[src/rtl/key_loader_pkg.sv]
// Shared types and default parameters for the serial key loader.
package key_loader_pkg;

  localparam int unsigned KEY_W_DEF     = 32;
  localparam int unsigned MAX_TRIES_DEF = 3;

  typedef enum logic [2:0] {
    ST_IDLE    = 3'd0,
    ST_SHIFT   = 3'd1,
    ST_CHECK   = 3'd2,
    ST_ACTIVE  = 3'd3,
    ST_ERROR   = 3'd4,
    ST_LOCKOUT = 3'd5
  } state_t;

endpackage

[src/rtl/key_sipo.sv]
// Serial-in shadow register with bit counter and running even-parity check.
// Data bits land LSB first; the beat after the last data bit is the parity bit.
module key_sipo
  import key_loader_pkg::*;
#(
  parameter int unsigned KEY_W = KEY_W_DEF
) (
  input  logic             clk,
  input  logic             rst_n,
  input  logic             clear,
  input  logic             beat,
  input  logic             s_data,
  output logic [KEY_W-1:0] shadow,
  output logic             done,
  output logic             parity_ok
);

  localparam int unsigned CNT_W = $clog2(KEY_W + 1);

  logic [CNT_W-1:0] r_cnt;
  logic [KEY_W-1:0] r_shadow;
  logic             r_done;
  logic             r_par_ok;

  // Shift data bits into place and fold every beat (data and parity) into the parity flag
  always_ff @(posedge clk or negedge rst_n) begin
    if (!rst_n) begin
      r_cnt    <= '0;
      r_shadow <= '0;
      r_done   <= 1'b0;
      r_par_ok <= 1'b1;
    end else if (clear) begin
      r_cnt    <= '0;
      r_shadow <= '0;
      r_done   <= 1'b0;
      r_par_ok <= 1'b1;
    end else if (beat) begin
      r_par_ok <= r_par_ok ^ s_data;
      if (!r_done) begin
        for (int i = 0; i < int'(KEY_W); i++) begin
          if (r_cnt == CNT_W'(i)) r_shadow[i] <= s_data;
        end
        r_cnt <= r_cnt + CNT_W'(1);
        if (r_cnt == CNT_W'(KEY_W - 1)) r_done <= 1'b1;
      end
    end
  end

  assign shadow    = r_shadow;
  assign done      = r_done;
  assign parity_ok = r_par_ok;

endmodule

[src/rtl/key_loader.sv]
// Serial key loader: receives a key plus even parity, publishes it only once
// verified, and locks itself out after MAX_TRIES parity failures.
module key_loader
  import key_loader_pkg::*;
#(
  parameter int unsigned KEY_W     = KEY_W_DEF,
  parameter int unsigned MAX_TRIES = MAX_TRIES_DEF
) (
  input  logic             clk,
  input  logic             rst_n,
  input  logic             start,
  input  logic             s_valid,
  input  logic             s_data,
  output logic             s_ready,
  output logic [KEY_W-1:0] key_out,
  output logic             key_valid,
  output logic             busy,
  output logic             err,
  output logic             lockout
);

  localparam int unsigned TRY_W = $clog2(MAX_TRIES + 1);

  state_t             r_state;
  logic [TRY_W-1:0]   r_tries;
  logic               r_s_ready;
  logic [KEY_W-1:0]   r_key_out;
  logic               r_key_valid;
  logic               r_busy;
  logic               r_err;
  logic               r_lockout;

  logic               w_beat;
  logic               w_start_ok;
  logic               w_fail;
  logic               w_clear;
  logic [TRY_W-1:0]   w_tries_inc;
  logic [KEY_W-1:0]   w_shadow;
  logic               w_done;
  logic               w_parity_ok;

  assign w_beat      = s_valid && r_s_ready;
  assign w_start_ok  = start && ((r_state == ST_IDLE) ||
                                 ((r_state == ST_ERROR) && (r_tries < TRY_W'(MAX_TRIES))));
  assign w_fail      = (r_state == ST_CHECK) && !w_parity_ok;
  // Shadow is wiped both at the start of a load and after a failed check
  assign w_clear     = w_start_ok || w_fail;
  assign w_tries_inc = (r_tries == TRY_W'(MAX_TRIES)) ? r_tries : r_tries + TRY_W'(1);

  key_sipo #(
    .KEY_W (KEY_W)
  ) u_sipo (
    .clk       (clk),
    .rst_n     (rst_n),
    .clear     (w_clear),
    .beat      (w_beat),
    .s_data    (s_data),
    .shadow    (w_shadow),
    .done      (w_done),
    .parity_ok (w_parity_ok)
  );

  // Load-control FSM with registered outputs updated on each transition
  always_ff @(posedge clk or negedge rst_n) begin
    if (!rst_n) begin
      r_state     <= ST_IDLE;
      r_tries     <= '0;
      r_s_ready   <= 1'b0;
      r_key_out   <= '0;
      r_key_valid <= 1'b0;
      r_busy      <= 1'b0;
      r_err       <= 1'b0;
      r_lockout   <= 1'b0;
    end else begin
      case (r_state)
        ST_IDLE, ST_ERROR: begin
          if (w_start_ok) begin
            r_state   <= ST_SHIFT;
            r_s_ready <= 1'b1;
            r_busy    <= 1'b1;
            r_err     <= 1'b0;
          end
        end
        ST_SHIFT: begin
          if (w_beat && w_done) begin
            r_state   <= ST_CHECK;
            r_s_ready <= 1'b0;
          end
        end
        ST_CHECK: begin
          r_busy <= 1'b0;
          if (w_parity_ok) begin
            r_state     <= ST_ACTIVE;
            r_key_out   <= w_shadow;
            r_key_valid <= 1'b1;
          end else begin
            r_tries <= w_tries_inc;
            r_err   <= 1'b1;
            if (w_tries_inc == TRY_W'(MAX_TRIES)) begin
              r_state   <= ST_LOCKOUT;
              r_lockout <= 1'b1;
            end else begin
              r_state <= ST_ERROR;
            end
          end
        end
        ST_ACTIVE, ST_LOCKOUT: begin
          r_state <= r_state;
        end
        default: begin
          r_state <= ST_IDLE;
        end
      endcase
    end
  end

  assign s_ready   = r_s_ready;
  assign key_out   = r_key_out;
  assign key_valid = r_key_valid;
  assign busy      = r_busy;
  assign err       = r_err;
  assign lockout   = r_lockout;

endmodule
[config.mk]
export PLATFORM = sky130hd
export DESIGN_NAME = key_loader
export DESIGN_NICKNAME = d
export VERILOG_FILES = /design/src/rtl/key_loader_pkg.sv /design/src/rtl/key_sipo.sv /design/src/rtl/key_loader.sv
export SDC_FILE = /design/constraint.sdc
export NUM_CORES = 1
export LEC_CHECK = 0
export BUFFER_PORTS_ARGS = -buffer_cell sky130_fd_sc_hd__buf_2
export CAP_MARGIN = 0
export CORE_ASPECT_RATIO = 1.5
export CORE_MARGIN = 8
export CORE_UTILIZATION = 53
export DETAILED_ROUTE_END_ITERATION = 12
export PLACE_DENSITY = 0.74
export SYNTH_ARGS = -nofsm -noshare
export SYNTH_HDL_FRONTEND = slang
export SYNTH_HIERARCHICAL = 1
export SYNTH_SLANG_ARGS = --single-unit
export TNS_END_PERCENT = 5
[constraint.sdc]
create_clock -name clk -period 2.2 [get_ports clk]
set_clock_uncertainty 0.2 [all_clocks]
set_input_delay 0 -clock clk [delete_from_list [all_inputs] [get_ports clk]]
set_output_delay 0 -clock clk [all_outputs]
set_load 0.02 [all_outputs]
### Word-level counts from Yosys, hierarchy flattened

Index checks and enable logic that the tools add are counted.

* output and inout port bits: 37
* register bits: 82
* word-level logic and storage cells: 235
* input bits: 5

* equal/unequal tests: 42
* order comparisons: 1
* add/sub/neg operators: 2
* mux-type cells: 57
* reductions and logical operators: 87
* bitwise operators: 3

Operators with widths (count)
* $reduce_and 3->1: 36
* $eq 6x5->1 const B: 16
* $mux 32: 3
* $reduce_bool 2->1: 35
* $eq 6x4->1 const B: 8
* $mux 1: 43
* $eq 6x3->1 const B: 4
* $mux 6: 3
* $eq 6x2->1 const B: 2
* $pmux 3 s4: 1
* $mux 3: 3
* $reduce_and 2->1: 4
* $add 6x1->6 const B: 1
* $eq 3x2->1 const B: 2
* $eq 3x3->1 const B: 2
* $eq 6x1->1 const B: 1
* $logic_not 6->1: 1
* $ne 2x2->1 const B: 3
* $pmux 1 s2: 3
* $logic_and 1x1->1: 5
* $eq 2x2->1 const B: 2
* $reduce_or 2->1: 2
* $eq 3x1->1 const B: 1
* $logic_not 3->1: 1
* 8 further kinds: 10

### Logic depth before layout (Yosys ltp)

* depth after elaboration: 7
* gate-level depth with buffers: 7
* depth with buffers taken out: 6

### Modules after synthesis

The synthesis kept the hierarchy.

By module, submodules not included
* key_sipo: area each 2060.7 um^2, instances 1, cells each 200
* key_loader: area each 1789.2 um^2, instances 1, cells each 107

### Least setup slack after synthesis

No wires, ideal clock.

* path kind: register to register
* start: register r_state[0]
* end: register u_sipo.r_par_ok (netlist: u_sipo/parity_ok)
* path slack: 123 ps
* required time: 1927 ps
* clock period less this slack: 2077 ps
* cell stages (with the launch flop): 6
* arrival: 1803 ps
* library setup time: 73 ps
* cell sequence: dfrtp_1 > nor4b_1 > or2_2 > clkbuf_1 > clkbuf_1 > o21bai_1

* word-level cells in the longest chain between the ends: 6

Ends and longest elaborated chain
* start, declared: line key_loader.sv:24 `state_t r_state;`
* start signal, assigned: line key_loader.sv:108 `r_state <= r_state;`
* $eq 3x3->1: line key_loader.sv:44 `((r_state == ST_ERROR) && (r_tries < TRY_W'(MAX_TRIES))));`
* $logic_and 1x1->1: line key_loader.sv:44
* $logic_or 1x1->1: line key_loader.sv:43 `assign w_start_ok = start && ((r_state == ST_IDLE) ||`
* $logic_and 1x1->1: line key_loader.sv:43
* $logic_or 1x1->1 *: line key_loader.sv:47 `assign w_clear = w_start_ok || w_fail;`
* named net w_clear: line key_loader.sv:36 `logic w_clear;`
* $mux 1 or $reduce_bool 2->1 (tied branches)
* end signal, assigned: line key_sipo.sv:38 `r_par_ok <= r_par_ok ^ s_data;`
* end, declared: line key_sipo.sv:23 `logic r_par_ok;`

The timed path passes the listed nets; every way through them passes the cells marked *.
A chain may end at the register's enable or synchronous reset.

### Final worst setup path

* start: register r_s_ready (netlist: s_ready)
* end: register u_sipo.r_shadow[31] (netlist: u_sipo/shadow[31])

* word-level cells in the longest chain between the ends: 3

Ends and longest elaborated chain
* start, declared: line key_loader.sv:26 `logic r_s_ready;`
* start signal, assigned: line key_loader.sv:68 `r_s_ready <= 1'b0;`
* start signal, assigned: line key_loader.sv:79 `r_s_ready <= 1'b1;`
* start signal, assigned: line key_loader.sv:87 `r_s_ready <= 1'b0;`
* $logic_and 1x1->1: line key_loader.sv:42 `assign w_beat = s_valid && r_s_ready;`
* named net w_beat: line key_loader.sv:33 `logic w_beat;`
* $reduce_bool 2->1 (no source line)
* $reduce_and 3->1 (no source line)
* end signal, assigned by index: line key_sipo.sv:41 `if (r_cnt == CNT_W'(i)) r_shadow[i] <= s_data;`
* end, declared: line key_sipo.sv:21 `logic [KEY_W-1:0] r_shadow;`

The timed path passes the listed nets, and every way through them passes these cells.

==> results.txt <==
----------------------------------------------------
[Run status]
  Run status ... finished clean

[Worst setup path]
  List of cells traversed by the critical path ... and2_1, nand3b_1, nor3_1, mux2i_1, nor2_1
  Crit path launch type ... flop
  RR Endpoint ... u_sipo/shadow[31]
  Maximum net fanout on the critical path ... 10
  Internal reg-to-reg setup slack ... around 170 ps
  Kind of end point of the critical path ... flop
  Crit path arrival time ... roughly 2100 ps
  Startpoint of the worst register-to-register path ... s_ready
  Endpoint required time on the critical path ... 2240 ps
  Cell depth of the worst flop-to-flop path ... 5
  Worst path max stage delay ... slightly above 400 ps
  Worst-path cell with the longest stage delay ... and2_1
  Worst Setup Path Type ... reg -> reg

[Final layout]
  Post-route cell area ... between 0.004 and 0.005 mm²
  Area added between synthesis and finish ... 14.2%
  Nets ... 366
  Commonest cells after routing, fill and taps aside ... dfrtp_1, nor2_1, buf_2
  Final antenna diode count ... 0
  Share of cells above drive strength 1 ... a little under a third
  Most frequent standard cell in the layout excluding fill and tap cells ... dfrtp_1
  Number of fill cells in the layout ... ~580

[STA]
  Final count of pins violating max slew ... 0
  Setup tns final ... 0 ps
  Final period util ... between 90% and 100%
  Worst-margin pin slew ... roughly 580 ps
  Final critical delay including setup and external delays ... around 2000 ps
  Final hold violation count ... 0
  Count of endpoints failing setup in the final report ... 0
  Setup repair after global routing missed its margin ... false
  Peak Freq ... 492 MHz
  Worst-case headroom to the max-slew limit ... 61.7%

[Drt]
  Number of iterations in the first detailed-routing pass ... 6
  Vias after detailed routing ... 2454
  Post-route DRC ... 0
  Total routed wirelength ... about 7.5 mm
  Via density per instance ... around 5.6
  Antenna-violating nets left ... 0
  First DRT Iteration DRCs ... 140
  Routed length per placed instance ... about 17 µm

[Logic synthesis]
  Post-Syn Instances ... around 310
  Yosys reg bits ... 82
  Number of flops mapped to enable cells by yosys ... 0
  Nets in the synthesized netlist ... about 320
  Most area-hungry cell type in the Yosys netlist ... dfrtp_1
  Portion of the post-synthesis area used by sequential elements ... a little over half
  Largest cells by area after synthesis ... dfrtp_1, mux2_4, mux2i_1
  Synth warnings ... 6
  Async set-reset flop share out of synthesis ... between 90% and 100%
  Distinct cell type count after synthesis ... slightly below 50
  Most common flop cell mapped by yosys ... dfrtp_1
  Area share of the largest cell type after synthesis ... between 50% and 60%
  Mean post-synth cell area ... approximately 13 µm²
  Total standard cell area after synthesis ... between 0.003 and 0.004 mm²

[Placement]
  Port Buffer Count ... 41
  Placed wire-length estimate ... around 5.1 mm
  Placement-stage cell area ... roughly 0.0041 mm²
  RD Place Congestion ... ~0.93

[Power]
  Combinational share of power ... between 20% and 30%
  Power density over the cells ... around 970 mW/mm²
  Share of total power in the clock network ... roughly a quarter
  Static leakage ... between 2 and 2.5 nW
  Switching Share ... 34.5%
  Worst voltage drop across the vdd grid ... approximately 500 µV
  Switching component of the power ... 1.47 mW
  Cell internal power dissipation ... ~2.8 mW
  Share of total power in sequential cells ... between 50% and 60%

[Global route]
  Number of global-route vias before repair ... roughly 2600
  Global-route usage over all layers ... approximately 16%
  Initial antenna violation count ... 0
  GR Overflow Total ... 0
  First-pass GRT wire length ... ~13 mm
  Pin count of the biggest net entering global routing ... 37

[Die]
  Overall die height ... 120 µm
  Effective utilization at floorplan ... a little over half
  Area of the core region ... about 0.0071 mm²
  Count of standard-cell rows ... 38
  Width of the chip ... approximately 86 µm
  # IOs ... 42
  Total die area ... ~0.01 mm²

[CTS]
  CTS Buf Count ... 9
  Number of H-tree levels ... 3
  Clock sink count ... 82
  Worst-path clk slew ... ~70 ps
  TritonCTS clock tree ... yes
  Root Driver ... clkbuf_8
  Clk buf depth ... 2
  CTS-repair resized insts ... 0
  Clock insertion delay at the later pin of the skew report ... roughly 350 ps

[Worst hold path]
  HP Class ... reg -> reg
  Endpoint with the worst hold slack ... lockout
  Hold Path Origin ... lockout
  Cell count of the worst hold path ... 1

[Job]
  MaxCap Viol Count ... 0

----------------------------------------------------
==> cell usage after synthesis (2+ instances only) <==
library cell   n
mux2_2         3
nand3_1       12
nor4_1         2
nor3_1         3
buf_2          4
nor2_1        45
nand2_1        5
ha_1           5
mux2_4        29
a21o_1         3
nand4_1       12
dfrtp_1       81
o21ai_0        4
clkbuf_1      12
or2_2          2
nor2b_1        4
and2_1         3
xor2_1         3
nand4b_1       3
inv_1          4
and3_1         2
mux2i_1       31
buf_12         3
nand3b_1       2
a21oi_1        6
==> cell type report <==
| type | count | area (µm²) | area share [%] |
|---|---|---|---|
| clock buffer | 14 | 173 | 3.93 |
| multi-input combinational | 200 | 1640 | 37.3 |
| tap | 80 | 100 | 2.28 |
| clock inverter | 2 | 10.0 | 0.228 |
| inverter | 4 | 15.0 | 0.341 |
| sequential | 82 | 2050 | 46.7 |
| timing repair buffer | 59 | 408 | 9.28 |
==> worst max-delay path: cells and delay by family, from the launching register on <==
| family | cells | cell delay, ps |
|---|---|---|
| multiplexers | 1 | 230 |
| flip-flops | 1 | 370 |
| AND/OR/NAND/NOR | 4 | 1110 |
==> state kept, by name, summed over array words and instances (netlist names) <==
name / count
r_tries: 2
u_sipo/done: 1
err: 1
u_sipo/shadow: 32
s_ready: 1
u_sipo/r_cnt: 6
lockout: 1
busy: 1
key_valid: 1
key_out: 32
u_sipo/parity_ok: 1
r_state: 3
==> stage by stage <==
stage	hold slack (ps)	setup slack [ps]	instances	power (mW)	util [%]
CTS	271	190	441	4.30	61.6
finish	270	168	441	4.26	61.6
global route	285	71.2	441	4.54	61.6
floorplan	-496	123	307	2.93	-
global placement	-203	283	418	3.19	58.0
detailed placement	-194	222	418	3.25	58.0
==> how the worst max path moves through the flow <==
stage	from	to	slack, ps	depth (start not counted)
4_1_cts	s_ready	u_sipo/shadow[31]	190	5
6_report	s_ready	u_sipo/shadow[31]	170	5
2_1_floorplan	r_state[0]	u_sipo/parity_ok	120	5
5_1_grt	s_ready	u_sipo/shadow[11]	70	6
3_5_place_dp	s_ready	u_sipo/shadow[31]	220	5
3_3_place_gp	s_ready	u_sipo/shadow[31]	280	5
==> power by group through the flow <==
stage          Combinational, mW  Clock, mW  Sequential [mW]
6_report                    1.12       1.00             2.14
3_5_place_dp                1.09          0             2.16
4_1_cts                     1.13       1.03             2.14
3_3_place_gp                1.05          0             2.15
5_1_grt                     1.25       1.10             2.19
2_1_floorplan              0.887          0             2.04
==> what timing repair did <==
item | 4_1_cts | 5_1_grt
setup buffers | 0 | 0
endpoints found under the hold margin | 88 | 0
hold buffers | 7 | 0
==> logic make-up after synthesis <==
| logic type | Yosys count | synth area share [%] |
|---|---|---|
| AO/OA/AOI/OAI | 21 | 3.58 |
| buffers and inverters | 25 | 4.13 |
| XOR/XNOR | 4 | 0.910 |
| adder cells (fa/ha/maj) | 5 | 1.62 |
| AND/OR/NAND/NOR | 107 | 16.2 |
| flip-flops | 82 | 53.3 |
| multiplexers | 63 | 20.2 |
==> layer usage <==
metal | global-route usage (%) | share of wire [%] | routed length [µm]
met2 | 25.8 | 51 | 3830
met3 | 3.87 | 4.2 | 318
met5 | 0 | 0 | 0
met1 | 18.4 | 41 | 3130
met4 | 10.4 | 3.6 | 268
(Power assumes the default switching activity.)
